File: src/rtl/ram_rd_stream.sv
// ram_rd_stream: read-side streamer placed directly after a single-bank RAM
// that has a 1-cycle read latency and a registered data output.
//
// A (base, length) command is accepted in IDLE. The block then issues
// sequential reads starting at base. Addresses wrap naturally at the RAM
// depth. Each returned word goes into a 2-entry skid FIFO, and the FIFO head
// is presented as a valid/ready stream. Reads are throttled by a credit
// count: FIFO occupancy plus the read in flight, less the word leaving this
// cycle. Because of that limit, a returning word always finds a free FIFO
// slot, even under consumer back-pressure. With out_ready held high the
// block sustains one word per cycle.
//
// Ports:
//   clk, rst_n      clock, asynchronous active-low reset
//   cfg_start       command request (accepted when cfg_ready is high)
//   cfg_base        first read address of the command
//   cfg_len         number of words to read (0..SRAM_WORD)
//   cfg_ready       high while IDLE
//   done            1-cycle pulse once the last word of a command is consumed
//   ram_read_en     read strobe to the RAM
//   ram_addr_r      read address to the RAM (holds its value while not reading)
//   ram_data_out    RAM read data, valid the cycle after ram_read_en
//   out_valid       stream word valid
//   out_ready       consumer ready
//   out_data        stream word (FIFO head)

module ram_rd_stream_chk (
    input logic       clk,
    input logic       rst_n,
    input logic       push,
    input logic       pop,
    input logic [1:0] occ
);
    // A push must never land in a full FIFO, and a pop needs a stored word.
    a_no_overflow: assert property (@(posedge clk) disable iff (!rst_n)
        !(push && !pop && (occ == 2'd2)));
    a_no_underflow: assert property (@(posedge clk) disable iff (!rst_n)
        !(pop && (occ == 2'd0)));
    a_occ_range: assert property (@(posedge clk) disable iff (!rst_n)
        occ != 2'd3);
endmodule

module ram_rd_stream #(
    parameter int SRAM_WIDTH      = 256,
    parameter int SRAM_WORD       = 64,
    parameter int SRAM_ADDR_WIDTH = $clog2(SRAM_WORD),
    parameter int LEN_WIDTH       = SRAM_ADDR_WIDTH + 1
) (
    input  logic                       clk,
    input  logic                       rst_n,
    input  logic                       cfg_start,
    input  logic [SRAM_ADDR_WIDTH-1:0] cfg_base,
    input  logic [LEN_WIDTH-1:0]       cfg_len,
    output logic                       cfg_ready,
    output logic                       done,
    output logic                       ram_read_en,
    output logic [SRAM_ADDR_WIDTH-1:0] ram_addr_r,
    input  logic [SRAM_WIDTH-1:0]      ram_data_out,
    output logic                       out_valid,
    input  logic                       out_ready,
    output logic [SRAM_WIDTH-1:0]      out_data
);

    typedef enum logic [1:0] {
        ST_IDLE  = 2'd0,
        ST_RUN   = 2'd1,
        ST_DRAIN = 2'd2
    } state_t;

    state_t                     state_r;
    logic [SRAM_ADDR_WIDTH-1:0] base_r;
    logic [SRAM_ADDR_WIDTH-1:0] addr_last_r;
    logic [LEN_WIDTH-1:0]       len_r;
    logic [LEN_WIDTH-1:0]       issue_cnt_r;
    logic [LEN_WIDTH-1:0]       pop_cnt_r;
    logic                       inflight_r;
    logic                       done_r;
    logic [SRAM_WIDTH-1:0]      fifo_mem_r [2];
    logic                       wr_ptr_r;
    logic                       rd_ptr_r;
    logic [1:0]                 occ_r;

    logic                       pop_s;
    logic [2:0]                 credit_s;
    logic                       rd_en_s;
    logic [SRAM_ADDR_WIDTH-1:0] addr_next_s;

    assign out_valid = (occ_r != 2'd0);
    assign pop_s     = out_valid && out_ready;
    assign out_data  = fifo_mem_r[rd_ptr_r];
    assign cfg_ready = (state_r == ST_IDLE);
    assign done      = done_r;

    // Words that will still occupy the FIFO after this edge: stored + in flight - leaving.
    assign credit_s    = {1'b0, occ_r} + {2'b00, inflight_r} - {2'b00, pop_s};
    // Truncating the sum to the address width gives the wrap from SRAM_WORD-1 to 0.
    assign addr_next_s = base_r + issue_cnt_r[SRAM_ADDR_WIDTH-1:0];

    // Read strobe: only in RUN, and only while the FIFO has room for the returning word.
    always_comb begin
        rd_en_s = 1'b0;
        if ((state_r == ST_RUN) && (credit_s < 3'd2)) begin
            rd_en_s = 1'b1;
        end else begin
            rd_en_s = 1'b0;
        end
    end

    assign ram_read_en = rd_en_s;
    assign ram_addr_r  = rd_en_s ? addr_next_s : addr_last_r;

    // Command FSM: accept, issue count, consume count, and the done pulse.
    always_ff @(posedge clk or negedge rst_n) begin
        if (!rst_n) begin
            state_r     <= ST_IDLE;
            base_r      <= '0;
            len_r       <= '0;
            issue_cnt_r <= '0;
            pop_cnt_r   <= '0;
            done_r      <= 1'b0;
        end else begin
            done_r <= 1'b0;
            case (state_r)
                ST_IDLE: begin
                    if (cfg_start) begin
                        base_r      <= cfg_base;
                        len_r       <= cfg_len;
                        issue_cnt_r <= '0;
                        pop_cnt_r   <= '0;
                        if (cfg_len != '0) begin
                            state_r <= ST_RUN;
                        end else begin
                            done_r <= 1'b1;
                        end
                    end
                end
                ST_RUN: begin
                    if (rd_en_s) begin
                        issue_cnt_r <= issue_cnt_r + LEN_WIDTH'(1);
                        if ((issue_cnt_r + LEN_WIDTH'(1)) == len_r) begin
                            state_r <= ST_DRAIN;
                        end
                    end
                    if (pop_s) begin
                        pop_cnt_r <= pop_cnt_r + LEN_WIDTH'(1);
                    end
                end
                ST_DRAIN: begin
                    // done is registered on the final pop so it is seen the cycle after.
                    if (pop_s) begin
                        pop_cnt_r <= pop_cnt_r + LEN_WIDTH'(1);
                        if ((pop_cnt_r + LEN_WIDTH'(1)) == len_r) begin
                            done_r <= 1'b1;
                        end
                    end
                    if (pop_cnt_r == len_r) begin
                        state_r <= ST_IDLE;
                    end
                end
                default: begin
                    state_r <= ST_IDLE;
                end
            endcase
        end
    end

    // Read pipeline: the in-flight flag and the held address.
    always_ff @(posedge clk or negedge rst_n) begin
        if (!rst_n) begin
            inflight_r  <= 1'b0;
            addr_last_r <= '0;
        end else begin
            inflight_r <= rd_en_s;
            if (rd_en_s) begin
                addr_last_r <= addr_next_s;
            end
        end
    end

    // Skid FIFO: push returning RAM data, pop on stream handshake.
    always_ff @(posedge clk or negedge rst_n) begin
        if (!rst_n) begin
            fifo_mem_r[0] <= '0;
            fifo_mem_r[1] <= '0;
            wr_ptr_r      <= 1'b0;
            rd_ptr_r      <= 1'b0;
            occ_r         <= 2'd0;
        end else begin
            if (inflight_r) begin
                fifo_mem_r[wr_ptr_r] <= ram_data_out;
                wr_ptr_r             <= ~wr_ptr_r;
            end
            if (pop_s) begin
                rd_ptr_r <= ~rd_ptr_r;
            end
            occ_r <= occ_r + {1'b0, inflight_r} - {1'b0, pop_s};
        end
    end

    ram_rd_stream_chk u_chk (
        .clk   (clk),
        .rst_n (rst_n),
        .push  (inflight_r),
        .pop   (pop_s),
        .occ   (occ_r)
    );

endmodule

File: config.mk
export PLATFORM = sky130hd
export DESIGN_NAME = ram_rd_stream
export DESIGN_NICKNAME = d
export VERILOG_FILES = /design/src/rtl/ram_rd_stream.sv
export SDC_FILE = /design/constraint.sdc
export NUM_CORES = 1
export LEC_CHECK = 0
export ABC_CLOCK_PERIOD_IN_PS = 3000
export BUFFER_PORTS_ARGS = -buffer_cell sky130_fd_sc_hd__buf_4
export CAP_MARGIN = 10
export CORE_ASPECT_RATIO = 1.5
export CORE_MARGIN = 2
export CORE_UTILIZATION = 30
export DETAILED_ROUTE_END_ITERATION = 10
export HOLD_SLACK_MARGIN = 0.02
export MAX_ROUTING_LAYER = met4
export PLACE_DENSITY = 0.6
export SYNTH_ARGS = -nofsm -noshare
export SYNTH_HDL_FRONTEND = slang
export SYNTH_SLANG_ARGS = --single-unit
File: constraint.sdc
create_clock -name clk -period 3 [get_ports clk]
set_input_delay 0 -clock clk [delete_from_list [all_inputs] [get_ports clk]]
set_output_delay 0 -clock clk [all_outputs]
set_load 0.01 [all_outputs]
==> results.yml <==
run_status:
  outcome: "finished clean"
critical_path:
  path_cells: "nand2_1 -> mux2i_1 -> ha_1 -> inv_1 -> fa_1 -> xnor2_1 -> nand3_1 -> buf_4 -> o21ai_0 -> buf_4"
  reg2reg_depth: 7
  critPathRequiredTime_ns: 3.00
  timing.rr.start: "issue_cnt_r[0]"
  worst-path-buf-inv: 3
  cp_max_fo: 12
  cp_slowest_cell: "dfrtp_2"
  crit_arrival_ns: 2.79
  end_kind: "output pin"
  start_kind: "flip-flop"
  rrSetupSlack_ns: 0.51
  criticalPathCategory: "flip-flop to output pin"
  path_delay_family: "adder cells"
  r2r-end: "state_r[0]"
  slowest_delay_ns: 0.40
  crit_top_cell: "buf_4"
global_route:
  antenna_found_initial: 2
  grt_overflow_total: 0
  grt_max_degree: 122
  grt_pass1_wl_mm: 101
  grt_pass1_vias: 18362
  grt_use_total_pct: 15.7
logic_synthesis:
  yosysUniqueCellTypes: 36
  ys_ff_latch: 553
  synthTopCellsByArea: "dfrtp_1, mux2_2, clkbuf_1, xor2_1, ha_1"
  seq_area_frac_synth_pct: 57.3
  synth_cells: 1599
  synth-edff-count: 0
  syn_avg_cell_area_um2: 15.1
  mappedNetlistArea_mm2: 0.0241
  ys_async_sr_fraction_pct: 100
  synth_top_area_share_pct: 57.3
  synth_nets: 1885
  synth_top_area_cell: "dfrtp_1"
  synth_ff_type: "dfrtp_1"
  synth_warnings: 0
power:
  power_leakage_nw: 16.9
  p_total_mw: 16.3
  power_density_mw_per_mm2: 472
  swShare_pct: 21.3
  pwr-share-comb_pct: 6.0
  vdd_drop_max_uv: 421
  switchingPower_mw: 3.47
  p_clk_share_pct: 46.7
  internal-power_mw: 12.8
  seq_power_share_pct: 47.3
cts:
  worstSkewPairLatency_ns: 0.61
  cts_tree: "built"
  cts.sinks: 553
  cts_setup_buffers: 0
  cts_max_level: 2
  cts_root_buffer: "clkbuf_16"
  path_clk_slew_ns: 0.06
  cts_buffer_depth: 3
  numCtsBuffers: 57
timing:
  fin_crit_sh_pct: 93.1
  finalSetupViolations: 0
  fmax_ghz: 0.358
  hold_viol_final: 0
  fin_worst_skew_ns: 0.0115
  fin_hold_ws_ns: 0.0537
  slew_headroom_pct: 36.1
  tightest_slew_ns: 0.959
  slew_violations: 0
  layout_min_cycle_time_ns: 2.79
  rsz0062_at_grt: "yes"
cells_and_area:
  final_cells: 3514
  nNetsFinal: 2719
  drive_gt1_share_pct: 59.1
  design_area_mm2: 0.0345
  area_delta_synth_final_pct: 43.0
drt:
  drtIter0Drc: 516
  vias: 16150
  vias_per_cell: 4.60
  drc: 0
  final_antenna_net_count: 0
  drt_wl_total_mm: 64.6
  drt_first_pass_iters: 4
  wire_per_inst_um: 18.4
flow_run:
  cap_violations: 0
die:
  rows: 127
  core_mm2: 0.0798
  initial_core_util_pct: 30.3
  die_h_um: 351
  die_w_um: 236
  die_area_mm2: 0.0828
  ioPinCount: 539
placement:
  gp_routability_congestion: 0.810
  place_inst: 3120
  place_hpwl_mm: 44.5
  post_dp_cell_area_mm2: 0.0296
  io_buffers: 538
worst_hold_path:
  min_path_type: "input port to async pin"
## cell type report
type	instances	area, um2
timing repair buffer	867	7410
inverter	15	56.3
antenna	2	5.00
fill	7205	45200
clock inverter	21	330
sequential	553	13800
clock buffer	85	1690
tap	1032	1290
multi-input combinational	939	9900
## flip-flops by register name (all words and copies together), names as in the netlist, 2 cells and up
| name | count |
|---|---|
| fifo_mem_r | 512 |
| pop_cnt_r | 7 |
| issue_cnt_r | 7 |
| addr_last_r | 6 |
| occ_r | 2 |
| len_r | 7 |
| base_r | 6 |
| state_r | 2 |
## placed cells by master, fill, tap and decap left out, drive strengths merged, types with 4 or more instances in the layout
cell and n:
mux2 784, buf 581, dfrtp 553, dlygate4sd3 286, clkbuf 85, nand2 26, o21ai 20, xor2 17
inv 17, xnor2 14, nand3 12, ha 11, clkinv 10, nor2 8, bufinv 8, a21oi 8
a21o 5, a22o 4
## cell usage after synthesis (7+ instances only)
| master | number |
|---|---|
| mux2_2 | 783 |
| dfrtp_1 | 553 |
| clkbuf_1 | 69 |
| nand2_1 | 26 |
| buf_2 | 22 |
| o21ai_0 | 20 |
| xor2_1 | 16 |
| inv_1 | 15 |
| xnor2_1 | 14 |
| nand3_1 | 12 |
| ha_1 | 11 |
| nor2_1 | 8 |
| a21oi_1 | 7 |
## worst max-delay path by stage
stage	from	endpoint	slack [ns]	cells past startpoint
final	occ_r[1]	ram_addr_r[5]	0.21	10
after global routing	occ_r[1]	ram_addr_r[5]	-0.03	10
after CTS	occ_r[1]	ram_addr_r[4]	0.08	10
after detailed placement	issue_cnt_r[0]	state_r[0]	0.54	7
after global placement	issue_cnt_r[0]	state_r[0]	0.64	7
after floorplan	issue_cnt_r[0]	state_r[0]	0.73	7
## stage by stage
step	TNS, ns	setup WS, ns	utilization (%)
after floorplan	0	0.734	-
final	0	0.207	43.3
after global placement	0	0.642	37.1
after global routing	-0.0549	-0.0276	43.3
after CTS	0	0.0840	43.3
after detailed placement	0	0.540	37.1
## timing repair
item                                    CTS  global route
endpoints found under the hold margin   810             0
endpoints found under the setup margin    0             6
gates resized for setup                   0             3
hold buffers                            286             0
## power groups by stage
stage | registers [mW] | logic, mW | clock network [mW]
after global routing | 7.73 | 1.08 | 8.18
after floorplan | 7.82 | 0.158 | 0
after CTS | 7.71 | 1.01 | 7.89
final | 7.71 | 0.985 | 7.61
after global placement | 7.83 | 0.653 | 0
after detailed placement | 7.85 | 0.692 | 0
## kinds of logic (layout without fill, tap and decap cells)
family	count (synthesis)	after routing	synth area share, %
muxes	785	785	36.6
DFF	553	553	57.3
buffers and inverters	107	988	1.78
and+or+nand+nor	65	65	1.28
AOI/OAI and AO/OA	45	45	1.15
xor gates and xnor gates	31	31	1.16
adders and majority gates	13	13	0.736
other	0	2	0
## metal layers
metal / routed length [um] / up-vias / GRT usage (%) / share of wire (%)
met5: 0 / - / - / 0
met4: 2570 / 0 / 6.21 / 4.0
met3: 3880 / 124 / 3.95 / 6.0
met2: 33600 / 453 / 28.0 / 52
met1: 24500 / 8195 / 16.8 / 38
li1: - / 7378 / - / -
(Power assumes the default switching activity.)
